==> src/rtl/apb0_root_arb_if.sv <==
// Bundle of requester-side and APB-root-side signals for apb0_root_arb.
// The master modport is the arbiter; the slave modport is the environment (requesters and the leaf mux).
interface apb0_root_arb_if;
  logic [1:0]  i_req;
  logic [63:0] i_addr;
  logic [63:0] i_wdata;
  logic [7:0]  i_strb;
  logic [1:0]  i_write;
  logic [5:0]  i_prot;
  logic [1:0]  o_ack;
  logic [31:0] o_rdata;
  logic        o_err;
  logic        o_root_psel;
  logic        o_root_penable;
  logic        o_root_pwrite;
  logic [31:0] o_root_paddr;
  logic [31:0] o_root_pwdata;
  logic [3:0]  o_root_pstrb;
  logic [2:0]  o_root_pprot;
  logic        i_root_pready;
  logic        i_root_pslverr;
  logic [31:0] i_root_prdata;

  modport master (
    input  i_req, i_addr, i_wdata, i_strb, i_write, i_prot,
    input  i_root_pready, i_root_pslverr, i_root_prdata,
    output o_ack, o_rdata, o_err,
    output o_root_psel, o_root_penable, o_root_pwrite,
    output o_root_paddr, o_root_pwdata, o_root_pstrb, o_root_pprot
  );

  modport slave (
    output i_req, i_addr, i_wdata, i_strb, i_write, i_prot,
    output i_root_pready, i_root_pslverr, i_root_prdata,
    input  o_ack, o_rdata, o_err,
    input  o_root_psel, o_root_penable, o_root_pwrite,
    input  o_root_paddr, o_root_pwdata, o_root_pstrb, o_root_pprot
  );
endinterface

==> src/rtl/apb0_root_arb.sv <==
// Two-requester round-robin APB root arbiter with fully registered outputs.
// Optional ACCESS timeout is built only when APB0_ARB_TIMEOUT_EN is defined.
module apb0_root_arb #(
  parameter int unsigned APB_TIMEOUT_CYC = 255
) (
  input logic             i_pclk,
  input logic             i_prst,
  apb0_root_arb_if.master bus
);

  typedef enum logic [1:0] {IDLE, SETUP, ACCESS, DONE} state_t;

  state_t state;
  logic   last;
  logic   win;
  logic   sel;

  if (APB_TIMEOUT_CYC < 1 || APB_TIMEOUT_CYC > 65535) begin : g_bad_timeout
    $error("apb0_root_arb: APB_TIMEOUT_CYC out of range 1..65535");
  end

  // Tie goes to the requester not granted last; a lone requester always wins.
  always_comb begin
    sel = bus.i_req[1];
    if (bus.i_req == 2'b11) sel = ~last;
  end

`ifdef APB0_ARB_TIMEOUT_EN
  logic [15:0] tcnt;
`endif

  always_ff @(posedge i_pclk) begin
    if (i_prst) begin
      state              <= IDLE;
      last               <= 1'b1;
      win                <= 1'b0;
      bus.o_ack          <= '0;
      bus.o_rdata        <= '0;
      bus.o_err          <= 1'b0;
      bus.o_root_psel    <= 1'b0;
      bus.o_root_penable <= 1'b0;
      bus.o_root_pwrite  <= 1'b0;
      bus.o_root_paddr   <= '0;
      bus.o_root_pwdata  <= '0;
      bus.o_root_pstrb   <= '0;
      bus.o_root_pprot   <= '0;
`ifdef APB0_ARB_TIMEOUT_EN
      tcnt               <= '0;
`endif
    end else begin
      case (state)
        IDLE: begin
          if (|bus.i_req) begin
            win                <= sel;
            bus.o_root_paddr   <= bus.i_addr[32*sel +: 32];
            bus.o_root_pwdata  <= bus.i_wdata[32*sel +: 32];
            bus.o_root_pstrb   <= bus.i_strb[4*sel +: 4];
            bus.o_root_pwrite  <= bus.i_write[sel];
            bus.o_root_pprot   <= bus.i_prot[3*sel +: 3];
            bus.o_root_psel    <= 1'b1;
            bus.o_root_penable <= 1'b0;
            state              <= SETUP;
          end
        end
        SETUP: begin
          bus.o_root_penable <= 1'b1;
`ifdef APB0_ARB_TIMEOUT_EN
          tcnt               <= '0;
`endif
          state              <= ACCESS;
        end
        ACCESS: begin
          if (bus.i_root_pready) begin
            bus.o_rdata        <= bus.o_root_pwrite ? '0 : bus.i_root_prdata;
            bus.o_err          <= bus.i_root_pslverr;
            bus.o_ack          <= win ? 2'b10 : 2'b01;
            bus.o_root_psel    <= 1'b0;
            bus.o_root_penable <= 1'b0;
            state              <= DONE;
          end
`ifdef APB0_ARB_TIMEOUT_EN
          else if (tcnt == 16'(APB_TIMEOUT_CYC - 1)) begin
            bus.o_rdata        <= '0;
            bus.o_err          <= 1'b1;
            bus.o_ack          <= win ? 2'b10 : 2'b01;
            bus.o_root_psel    <= 1'b0;
            bus.o_root_penable <= 1'b0;
            state              <= DONE;
          end else begin
            tcnt <= tcnt + 16'd1;
          end
`endif
        end
        DONE: begin
          bus.o_ack <= '0;
          last      <= win;
          state     <= IDLE;
        end
        default: state <= IDLE;
      endcase
    end
  end

endmodule
==> src/flat_wrapper.sv <==
// flat-port wrapper written by rule: the top's interface ports become plain ports
module apb0_root_arb_flat 
#(
  parameter int unsigned APB_TIMEOUT_CYC = 255
)
  (i_pclk, i_prst, bus_i_req, bus_i_addr, bus_i_wdata, bus_i_strb, bus_i_write, bus_i_prot, bus_i_root_pready, bus_i_root_pslverr, bus_i_root_prdata, bus_o_ack, bus_o_rdata, bus_o_err, bus_o_root_psel, bus_o_root_penable, bus_o_root_pwrite, bus_o_root_paddr, bus_o_root_pwdata, bus_o_root_pstrb, bus_o_root_pprot);
  apb0_root_arb_if bus_i ();
  input logic i_pclk;
  input logic i_prst;
  input wire logic [$bits(bus_i.i_req)-1:0] bus_i_req;
  input wire logic [$bits(bus_i.i_addr)-1:0] bus_i_addr;
  input wire logic [$bits(bus_i.i_wdata)-1:0] bus_i_wdata;
  input wire logic [$bits(bus_i.i_strb)-1:0] bus_i_strb;
  input wire logic [$bits(bus_i.i_write)-1:0] bus_i_write;
  input wire logic [$bits(bus_i.i_prot)-1:0] bus_i_prot;
  input wire logic [$bits(bus_i.i_root_pready)-1:0] bus_i_root_pready;
  input wire logic [$bits(bus_i.i_root_pslverr)-1:0] bus_i_root_pslverr;
  input wire logic [$bits(bus_i.i_root_prdata)-1:0] bus_i_root_prdata;
  output wire logic [$bits(bus_i.o_ack)-1:0] bus_o_ack;
  output wire logic [$bits(bus_i.o_rdata)-1:0] bus_o_rdata;
  output wire logic [$bits(bus_i.o_err)-1:0] bus_o_err;
  output wire logic [$bits(bus_i.o_root_psel)-1:0] bus_o_root_psel;
  output wire logic [$bits(bus_i.o_root_penable)-1:0] bus_o_root_penable;
  output wire logic [$bits(bus_i.o_root_pwrite)-1:0] bus_o_root_pwrite;
  output wire logic [$bits(bus_i.o_root_paddr)-1:0] bus_o_root_paddr;
  output wire logic [$bits(bus_i.o_root_pwdata)-1:0] bus_o_root_pwdata;
  output wire logic [$bits(bus_i.o_root_pstrb)-1:0] bus_o_root_pstrb;
  output wire logic [$bits(bus_i.o_root_pprot)-1:0] bus_o_root_pprot;
  assign bus_i.i_req = bus_i_req;
  assign bus_i.i_addr = bus_i_addr;
  assign bus_i.i_wdata = bus_i_wdata;
  assign bus_i.i_strb = bus_i_strb;
  assign bus_i.i_write = bus_i_write;
  assign bus_i.i_prot = bus_i_prot;
  assign bus_i.i_root_pready = bus_i_root_pready;
  assign bus_i.i_root_pslverr = bus_i_root_pslverr;
  assign bus_i.i_root_prdata = bus_i_root_prdata;
  assign bus_o_ack = bus_i.o_ack;
  assign bus_o_rdata = bus_i.o_rdata;
  assign bus_o_err = bus_i.o_err;
  assign bus_o_root_psel = bus_i.o_root_psel;
  assign bus_o_root_penable = bus_i.o_root_penable;
  assign bus_o_root_pwrite = bus_i.o_root_pwrite;
  assign bus_o_root_paddr = bus_i.o_root_paddr;
  assign bus_o_root_pwdata = bus_i.o_root_pwdata;
  assign bus_o_root_pstrb = bus_i.o_root_pstrb;
  assign bus_o_root_pprot = bus_i.o_root_pprot;
  apb0_root_arb #(.APB_TIMEOUT_CYC(APB_TIMEOUT_CYC)) u_core (.i_pclk(i_pclk), .i_prst(i_prst), .bus(bus_i));
endmodule
==> config.mk <==
export PLATFORM = sky130hd
export DESIGN_NAME = apb0_root_arb_flat
export DESIGN_NICKNAME = d
export VERILOG_FILES = /design/src/rtl/apb0_root_arb_if.sv /design/src/rtl/apb0_root_arb.sv /design/src/flat_wrapper.sv
export SDC_FILE = /design/constraint.sdc
export NUM_CORES = 1
export LEC_CHECK = 0
export ABC_CLOCK_PERIOD_IN_PS = 2900
export CAP_MARGIN = 20
export CORE_MARGIN = 10
export CORE_UTILIZATION = 40
export CTS_BUF_LIST = sky130_fd_sc_hd__clkbuf_16
export DETAILED_ROUTE_END_ITERATION = 8
export PLACE_DENSITY = 0.95
export RECOVER_POWER = 100
export SLEW_MARGIN = 25
export SYNTH_ARGS = -nofsm -noshare
export SYNTH_HDL_FRONTEND = slang
export SYNTH_SLANG_ARGS = --single-unit
==> constraint.sdc <==
create_clock -name i_pclk -period 2.9 [get_ports i_pclk]
set_clock_uncertainty 0.15 [all_clocks]
set_input_delay 0.29 -clock i_pclk [delete_from_list [all_inputs] [get_ports i_pclk]]
set_output_delay 0.29 -clock i_pclk [all_outputs]
set_load 0.01 [all_outputs]
==> impl_metrics.ini, run 1 <==
[status]
status = completed

[finish]
nets = 1048
antennaDiodeCount = 0
final_common_cell = clkdlybuf4s50_1
final_core_util_pct = 71.39
syn_to_final_growth_pct = 72.84
fin_area_sq_um = 8257
drive_gt1_share_pct = 4.920
instances_no_fill = 1017
final_cell_mix = 182 x clkdlybuf4s50_1, 181 x a21oi_1, 113 x dfxtp_1

[timing]
tns_ns = 0
setup_slack_ns = 0.6463
setup_violations = 0
rsz0062_at_grt = no
fin_hold_ws_ns = 0.2753
timing.fmax_mhz = 443.7
period_share_pct = 77.72
slew_headroom_pct = 37.83
final.min_clock_period_ns = 2.254
worst_pin_slew_ns = 0.9325
slew_violations = 0
finalHoldViolCount = 0

[clocking]
cts.sinks = 113
cts_max_path_buffers = 2
h-tree-depth = 4
clk_latency_ns = 0.41
hold_buffers = 0
cts_tree = built
post_cts_buffers = 0
cts-root-buf = clkbuf_16
numCtsBuffers = 17
clkSlewWorstSetupHoldPaths_ns = 0.06
ctsResizeCount = 0

[global_route]
grt_pass1_wl_um = 28990
gr-usage-met3_pct = 8.891
grt_pass1_vias = 5445
grt-ovfl-total = 0
grt_use_met2_pct = 38.25
track_usage_pct = 21.94
grt_antenna_before_repair = 0
grt-busiest-layer = met2
grtUsageMet1_pct = 23.08
grt_start_max_net_pins = 76

[critical_path]
worstSetupEndpointType = primary output
path_cells = clkbuf_2 -> clkdlybuf4s50_1
r2r_slack_ns = 0.66
worst_ep_required_time_ns = 2.46
crit_path_top_delay_cell = clkdlybuf4s50_1
crit_path_start_kind = flip-flop
crit_type = reg2out
cpPeakStageDelay_ns = 0.65
cp_max_fo = 34
arrival_ns = 1.81

[yosys]
syn_area_sq_um = 4777
synth_compound_area_share_pct = 28.65
yosys.area_share.xor_xnor_pct = 0
syn-instance-count = 592
ys_ff_latch = 113
ys_seq_area_share_pct = 47.35
synthSimpleGateAreaFrac_pct = 14.90
synth_area_per_cell_sq_um = 8.069
synthAdderAreaFrac_pct = 1.310
synth_cell_type_count = 32
yosysWarnings = 0
synth_nets = 779
synth_top_family_by_area = compound AO/OA/AOI/OAI gates
synth_mux_area_share_pct = 0.2095

[pwr]
power.internal_mw = 4.806
peakVddDrop_uv = 593.8
sw_frac_of_total_pct = 33.16
p_seq_share_pct = 31.7
pwr-share-clk_pct = 30.9
p_switching_mw = 2.384
power_density_nw_per_um2 = 870.9
p_leak_nw = 3.438
combPwrFrac_pct = 37.5
p_total_mw = 7.190

[floorplanning]
die_h_um = 129.3
die-area_sq_um = 16710
die_w_um = 129.3
initial_utilization_pct = 41.31
boundaryPins = 291
core_area_sq_um = 11560
rows = 39

[routing]
wl_per_cell_um = 19.30
routed_wl_um = 19630
antenna_left = 0
drt_iter0_drc = 440
drt_first_pass_iters = 5
drcViolationCount = 0
num_vias = 5520
routed_via_density = 5.428

[place]
dp.cells = 985
dpl-instance-area_sq_um = 7651
dp_hpwl_um = 14340
globalplace.congestion = 0.8047
io_buffer_count = 290
place_worst_setup_slack_ns = 0.6414

[flow_run]
cap_violations = 0

[hold_path]
hp-class = in2reg
## flip-flops by register name, summed over array words and instances, names as in the netlist
| signal | count |
|---|---|
| u_core.bus.o_rdata | 32 |
| u_core.bus.o_root_paddr | 32 |
| u_core.bus.o_root_pwdata | 32 |
| u_core.bus.o_root_pstrb | 4 |
| u_core.bus.o_root_pprot | 3 |
| u_core.bus.o_ack | 2 |
| u_core.state | 2 |
| u_core.bus.o_err | 1 |
| u_core.bus.o_root_penable | 1 |
| u_core.bus.o_root_psel | 1 |
| u_core.bus.o_root_pwrite | 1 |
| u_core.last | 1 |
| u_core.win | 1 |
## cell families after synthesis
logic type | Yosys count
AOI/OAI and AO/OA | 265
adders and majority gates | 5
buffers and inverters | 57
DFF | 113
muxes | 1
and+or+nand+nor | 151
## worst max-delay path, delay by kind of cell, from the launching register on
family	cells	cell delay, ns
buffers and inverters	2	1.09
flip-flops	1	0.31
## cell usage after synthesis
cell,n,area (sq um)
buf_2,10,50.05
buf_4,20,150.1
a32o_1,2,20.02
a21boi_2,1,11.26
nand2b_1,1,6.260
o21ai_2,1,8.760
o21a_1,1,7.510
o31ai_1,1,7.510
o2bb2ai_1,1,8.760
a22oi_1,1,7.510
mux2i_1,1,10.01
dfxtp_1,113,2262
buf_1,2,7.510
ha_1,5,62.56
nor2b_1,1,6.260
a22o_1,1,8.760
nand3b_1,32,240.2
o21ai_0,73,365.4
a211oi_1,1,7.510
nor2_1,2,7.510
or3b_1,1,8.760
nand4b_1,1,8.760
clkbuf_1,13,48.80
nand3_1,1,5.000
inv_1,4,15.01
and2_1,1,6.260
nand2_1,108,405.4
nor3b_1,1,7.510
a21bo_2,1,10.01
buf_6,8,90.09
a21oi_1,181,905.9
nor3_1,2,10.01
## layer usage
metal	share of wire [%]	vias up	routed length, um
met4	2.7	0	529
met1	37	2559	7271
met5	0	-	0
met2	50	315	9785
li1	-	2606	-
met3	10	40	2040
## final cells by class
cell class | count | area (sq um)
clock buffer | 17 | 425.4
clock inverter | 15 | 201.4
timing repair buffer | 303 | 3015
multi-input combinational | 422 | 2158
tap | 143 | 178.9
sequential | 113 | 2262
inverter | 4 | 15.01
fill | 844 | 3308
## path summary, 6_finish.rpt
check,startpoint,cells past startpoint,endpoint
worst max-delay path,u_core.bus.o_root_pwrite,2,bus_o_root_pwrite
worst max register to register,u_core.state[0],6,u_core.bus.o_root_pstrb[1]
worst min register to register,u_core.bus.o_rdata[3],2,u_core.bus.o_rdata[3]
worst min-delay path,bus_i_addr[27],3,u_core.bus.o_root_paddr[27]
## power by group through the flow
stage	Sequential [mW]	Combinational, mW	Clock, mW
after floorplan	2.51	1.16	0
after global placement	2.29	2.81	0
after detailed placement	2.31	2.87	0
after CTS	2.29	2.89	2.25
after global routing	2.33	2.92	2.32
final	2.28	2.69	2.22
Note: power is estimated with default switching activity, not from simulation.
==> run 2: changes to the inputs <==
--- a/config.mk
+++ b/config.mk
@@ -5,13 +5,13 @@
 export SDC_FILE = /design/constraint.sdc
 export NUM_CORES = 1
 export LEC_CHECK = 0
-export ABC_CLOCK_PERIOD_IN_PS = 2900
+export ABC_CLOCK_PERIOD_IN_PS = 2350
 export CAP_MARGIN = 20
 export CORE_MARGIN = 10
-export CORE_UTILIZATION = 40
+export CORE_UTILIZATION = 37
 export CTS_BUF_LIST = sky130_fd_sc_hd__clkbuf_16
 export DETAILED_ROUTE_END_ITERATION = 8
-export PLACE_DENSITY = 0.95
+export PLACE_DENSITY = 0.9
 export RECOVER_POWER = 100
 export SLEW_MARGIN = 25
 export SYNTH_ARGS = -nofsm -noshare
==> constraint.sdc (replaced) <==
create_clock -name i_pclk -period 2.35 [get_ports i_pclk]
set_clock_uncertainty 0.15 [all_clocks]
set_input_delay 0.235 -clock i_pclk [delete_from_list [all_inputs] [get_ports i_pclk]]
set_output_delay 0.235 -clock i_pclk [all_outputs]
set_load 0.01 [all_outputs]
==> run 2 against run 1 <==
First-iteration DRC count up 12%. Worst hold slack worse by 0.062 ns. Die area up 6.8%. Register-to-register slack worse by 0.29 ns. Clock-buffer cell count unchanged. Setup slack worse by 0.28 ns. Critical path depth up 4. Sequential share of layout area about the same. Sequential power up 23%. Clock power up 6%. Highest routed layer unchanged.
==> impl_metrics.ini, run 2 (synthesis results as in run 1) <==
[status]
status = completed

[hold_path]
hp-start = bus_i_addr[23]
whs_path_depth = 3
hold_end = u_core.bus.o_root_paddr[23]
hp-class = in2reg

[routing]
drt_iter0_drc = 492
routed_wl_um = 19770
drt_first_pass_iters = 5
routed_via_density = 5.229
wl_per_cell_um = 18.91
drcViolationCount = 0
antenna_left = 0
num_vias = 5464

[place]
io_buffer_count = 290
globalplace.congestion = 0.8315
dp_hpwl_um = 14060
place_worst_setup_slack_ns = 0.3508
dpl-instance-area_sq_um = 7732

[critical_path]
rr_endpoint = u_core.bus.o_ack[0]
arrival_ns = 2.14
r2r_slack_ns = 0.37
r2r_cells = 6
cp_max_fo = 34
crit_type = reg2reg
worst_ep_required_time_ns = 2.51
reg2reg_from = u_core.state[0]
worstSetupEndpointType = flip-flop
crit_path_start_kind = flip-flop

[flow_run]
cap_violations = 0

[floorplanning]
boundaryPins = 291
rows = 41
die_w_um = 133.6
initial_utilization_pct = 37.85
core_area_sq_um = 12620
die_h_um = 133.6
die-area_sq_um = 17860

[timing]
worst_pin_slew_ns = 0.6875
tns_ns = 0
setup_violations = 0
rsz0062_at_grt = no
finalHoldViolCount = 0
slew_violations = 0
final.min_clock_period_ns = 1.983
setup_slack_ns = 0.3675
timing.fmax_mhz = 504.4
fin_hold_ws_ns = 0.2138
slew_headroom_pct = 54.17
period_share_pct = 84.36

[global_route]
track_usage_pct = 21.33
grt_pass1_vias = 5626
grt_antenna_before_repair = 0
gr-usage-met3_pct = 7.556
grt_pass1_wl_um = 30390
grt_use_met2_pct = 36.23
grt-busiest-layer = met2
grt-ovfl-total = 0
grt_start_max_net_pins = 74
grtUsageMet1_pct = 22.75

[clocking]
cts_max_path_buffers = 2
clk_latency_ns = 0.41
cts.sinks = 113
numCtsBuffers = 17
h-tree-depth = 4
post_cts_buffers = 0
hold_buffers = 0
cts-root-buf = clkbuf_16
ctsResizeCount = 0
clkSlewWorstSetupHoldPaths_ns = 0.05
cts_tree = built

[pwr]
power_density_nw_per_um2 = 1032
p_total_mw = 8.524
peakVddDrop_uv = 581.1
p_leak_nw = 3.424

[finish]
nets = 1049
syn_to_final_growth_pct = 72.89
fin_area_sq_um = 8259
antennaDiodeCount = 0
top_regs = u_core.bus.o_rdata x32, u_core.bus.o_root_paddr x32, u_core.bus.o_root_pwdata x32
drive_gt1_share_pct = 4.811
fillers = 1038
final_cell_mix = 181 x a21oi_1, 181 x clkdlybuf4s50_1, 113 x dfxtp_1
[run 2: cell types whose count changed in the layout (fill, tap and decap cells not counted), sizes merged, moves of 2 or more]
cell and change:
buf +3, clkinvlp -2, clkbuf -2, clkinv +4, bufinv -3
[run 2: worst max path at each step]
| stage | startpoint | to | slack, ns | cells past startpoint |
|---|---|---|---|---|
| global route | u_core.state[0] | u_core.bus.o_ack[0] | 0.24 | 6 |
| finish | u_core.state[0] | u_core.bus.o_ack[0] | 0.37 | 6 |
| CTS | u_core.state[1] | u_core.bus.o_root_paddr[1] | 0.54 | 6 |
| floorplan | u_core.state[0] | u_core.bus.o_ack[1] | 0.77 | 6 |
| detailed placement | bus_i_req[1] | u_core.bus.o_root_paddr[4] | 0.35 | 5 |
| global placement | bus_i_req[0] | u_core.bus.o_root_pwdata[15] | 0.43 | 5 |
[run 2: layout make-up]
class / count / area (sq um) / area share [%]
clock buffers: 17 / 425.4 / 5.151
clock inverters: 13 / 106.4 / 1.288
inverters: 4 / 15.01 / 0.1818
multi-input cells: 422 / 2170 / 26.27
flip-flops and latches: 113 / 2262 / 27.39
well taps: 172 / 215.2 / 2.606
repair buffers: 304 / 3065 / 37.12
[run 2: power by group]
part | total, mW | switching [mW] | internal (mW)
Clock | 2.35 | 0.848 | 1.51
Sequential | 2.80 | 0.287 | 2.52
Combinational | 3.37 | 1.76 | 1.61
[run 2: metrics by stage]
stage	instances	util (%)
CTS	1045	65.49
detailed placement	1015	61.27
global route	1045	65.45
global placement	1015	61.27
finish	1045	65.45
floorplan	592	-
[run 2: critical path, stage by stage, from the launching register on]
cell	delay, ns
dfxtp_1	0.37
inv_1	0.10
ha_1	0.27
nand2_1	0.08
clkbuf_2	0.54
o2bb2ai_1	0.15
a32o_1	0.22
[run 2: per-layer routing]
metal  wire (um)  vias up
met2        9813      288
li1            -     2598
met4         813        0
met3        1664       51
met1        7473     2527
met5           0        -
==> run 3: changes to the inputs <==
--- a/config.mk
+++ b/config.mk
@@ -5,13 +5,13 @@
 export SDC_FILE = /design/constraint.sdc
 export NUM_CORES = 1
 export LEC_CHECK = 0
-export ABC_CLOCK_PERIOD_IN_PS = 2350
+export ABC_CLOCK_PERIOD_IN_PS = 1750
 export CAP_MARGIN = 20
 export CORE_MARGIN = 10
-export CORE_UTILIZATION = 37
+export CORE_UTILIZATION = 34
 export CTS_BUF_LIST = sky130_fd_sc_hd__clkbuf_16
 export DETAILED_ROUTE_END_ITERATION = 8
-export PLACE_DENSITY = 0.9
+export PLACE_DENSITY = 0.87
 export RECOVER_POWER = 100
 export SLEW_MARGIN = 25
 export SYNTH_ARGS = -nofsm -noshare
==> constraint.sdc (replaced) <==
create_clock -name i_pclk -period 1.75 [get_ports i_pclk]
set_clock_uncertainty 0.15 [all_clocks]
set_input_delay 0.175 -clock i_pclk [delete_from_list [all_inputs] [get_ports i_pclk]]
set_output_delay 0.175 -clock i_pclk [all_outputs]
set_load 0.01 [all_outputs]
==> run 3 against run 2 <==
Global-route usage down 2.4 points. Clock power up 50%. Combinational power up 59%. Via count up 0.81%. Sequential share of layout area down 1.5 points.
==> impl_metrics.ini, run 3 (synthesis results as in run 1) <==
[status]
status = completed

[floorplanning]
die_w_um = 138.5
core_area_sq_um = 13830
die-area_sq_um = 19190
initial_utilization_pct = 34.55
die_h_um = 138.5
boundaryPins = 291
rows = 43

[global_route]
grt-ovfl-total = 0
track_usage_pct = 18.91
grt_pass1_vias = 5434
grt_antenna_before_repair = 0
grt_start_max_net_pins = 51
grt_pass1_wl_um = 29780

[hold_path]
hp-class = in2reg
hp-start = bus_i_addr[26]
hold_end = u_core.bus.o_root_paddr[26]
whs_path_depth = 3

[finish]
instances_no_fill = 1084
drive_gt1_share_pct = 8.518
nets = 1078
final_cell_mix = 290 x clkdlybuf4s50_1, 181 x a21oi_1, 113 x dfxtp_1
top_regs = u_core.bus.o_rdata x32, u_core.bus.o_root_paddr x32, u_core.bus.o_root_pwdata x32
antennaDiodeCount = 0
final_common_cell = clkdlybuf4s50_1
syn_to_final_growth_pct = 82.56

[clocking]
clkSlewWorstSetupHoldPaths_ns = 0.05
clk_latency_ns = 0.40
cts_tree = built
cts-root-buf = clkbuf_16
numCtsBuffers = 17
cts.sinks = 113
cts_max_path_buffers = 2
hold_buffers = 0
h-tree-depth = 4

[timing]
slew_violations = 0
fin_hold_ws_ns = 0.1616
period_share_pct = 95.56
worst_pin_slew_ns = 0.3061
slew_headroom_pct = 79.55
timing.fmax_mhz = 597.9
tns_ns = 0
rsz0062_at_grt = no
setup_violations = 0
finalHoldViolCount = 0
setup_slack_ns = 0.07762
final.min_clock_period_ns = 1.672

[pwr]
pwr-share-clk_pct = 27.8
sw_frac_of_total_pct = 32.32
power.internal_mw = 8.601
combPwrFrac_pct = 42.3
p_seq_share_pct = 29.9
p_leak_nw = 3.369
p_switching_mw = 4.107
peakVddDrop_uv = 955.0
p_total_mw = 12.71
power_density_nw_per_um2 = 1457

[routing]
antenna_left = 0
num_vias = 5508
drt_iter0_drc = 341
drcViolationCount = 0
drt_first_pass_iters = 5
routed_via_density = 5.081
routed_wl_um = 19680
wl_per_cell_um = 18.15

[flow_run]
cap_violations = 0

[place]
dp.cells = 1051
io_buffer_count = 290
place_worst_setup_slack_ns = -0.06735
globalplace.congestion = 0.8711
dp_hpwl_um = 14680

[critical_path]
reg2reg_from = u_core.state[1]
arrival_ns = 1.35
worstSetupEndpointType = primary output
path_delay_family = buffers and inverters
crit_path_start_kind = flip-flop
r2r_cells = 7
rr_endpoint = u_core.bus.o_root_pwdata[18]
cpPeakStageDelay_ns = 0.57
crit_buf_inv = 1
worst_ep_required_time_ns = 1.42
path_cells = clkdlybuf4s50_1
r2r_slack_ns = 0.12
crit_path_top_delay_cell = clkdlybuf4s50_1
crit_type = reg2out
cp_max_fo = 2
==> run 3: cell types whose count changed in the layout (fill, tap and decap cells not counted), moves of 2 or more <==
cell             before  now
bufinv_16             2    4
buf_12                5   15
clkbuf_2              2    0
buf_4                 7   26
clkdlybuf4s50_1     181  290
dlygate4sd3_1       109    0
clkinv_1              4    1
==> run 3: final cells by class <==
type,instances,area [sq um]
Fill cell,1105,5106
Tap cell,180,225.2
Clock buffer,17,425.4
Inverter,4,15.01
Sequential cell,113,2262
Timing Repair Buffer,333,3427
Multi-Input combinational cell,422,2190
Clock inverter,15,176.4
==> run 3: how the worst max path moves through the flow <==
stage                           startpoint                      endpoint  slack (ns)  depth (start not counted)
4_1_cts                    u_core.state[1]   u_core.bus.o_root_paddr[12]       0.002                          6
3_3_place_gp                  bus_i_req[1]               u_core.state[0]       -0.02                          5
2_1_floorplan              u_core.state[0]           u_core.bus.o_ack[1]        0.17                          6
6_report       u_core.bus.o_root_paddr[20]          bus_o_root_paddr[20]        0.08                          1
5_1_grt                    u_core.state[0]         u_core.bus.o_rdata[0]       0.002                          6
3_5_place_dp                  bus_i_req[1]  u_core.bus.o_root_pwdata[18]       -0.07                          6
==> run 3: through the flow <==
stage | utilization [%] | cell area [sq um]
2_1_floorplan | - | 4777
3_3_place_gp | 58.42 | 8078
3_5_place_dp | 58.42 | 8078
4_1_cts | 62.77 | 8680
5_1_grt | 63.07 | 8721
6_report | 63.07 | 8721
==> run 3: layer usage <==
metal | GRT usage (%) | part of all wire [%] | vias up
li1 | - | - | 2657
met1 | 20.50 | 39 | 2577
met2 | 32.76 | 50 | 251
met3 | 8.048 | 9.5 | 23
met4 | 5.605 | 1.7 | 0
met5 | 0 | 0 | -
==> run 3: timing repair <==
item	CTS	global route
setup endpoints to repair	0	76
hold endpoints to repair	0	0
resized for setup	0	4
setup buffers	0	0
==> run 3: power groups by stage <==
| stage | registers [mW] | logic, mW | clock network, mW |
|---|---|---|---|
| after floorplan | 4.16 | 1.92 | 0 |
| after global placement | 3.79 | 5.19 | 0 |
| final | 3.80 | 5.37 | 3.53 |
| after CTS | 3.79 | 5.29 | 3.59 |
| after detailed placement | 3.82 | 5.26 | 0 |
| after global routing | 3.88 | 5.79 | 3.69 |
==> run 3: worst register-to-register path: cells and delay by family (launching register included) <==
| kind | cells | cell delay (ns) |
|---|---|---|
| compound gates | 3 | 0.33 |
| fa+ha+maj | 1 | 0.19 |
| flops | 1 | 0.35 |
| buf+inv | 3 | 0.51 |
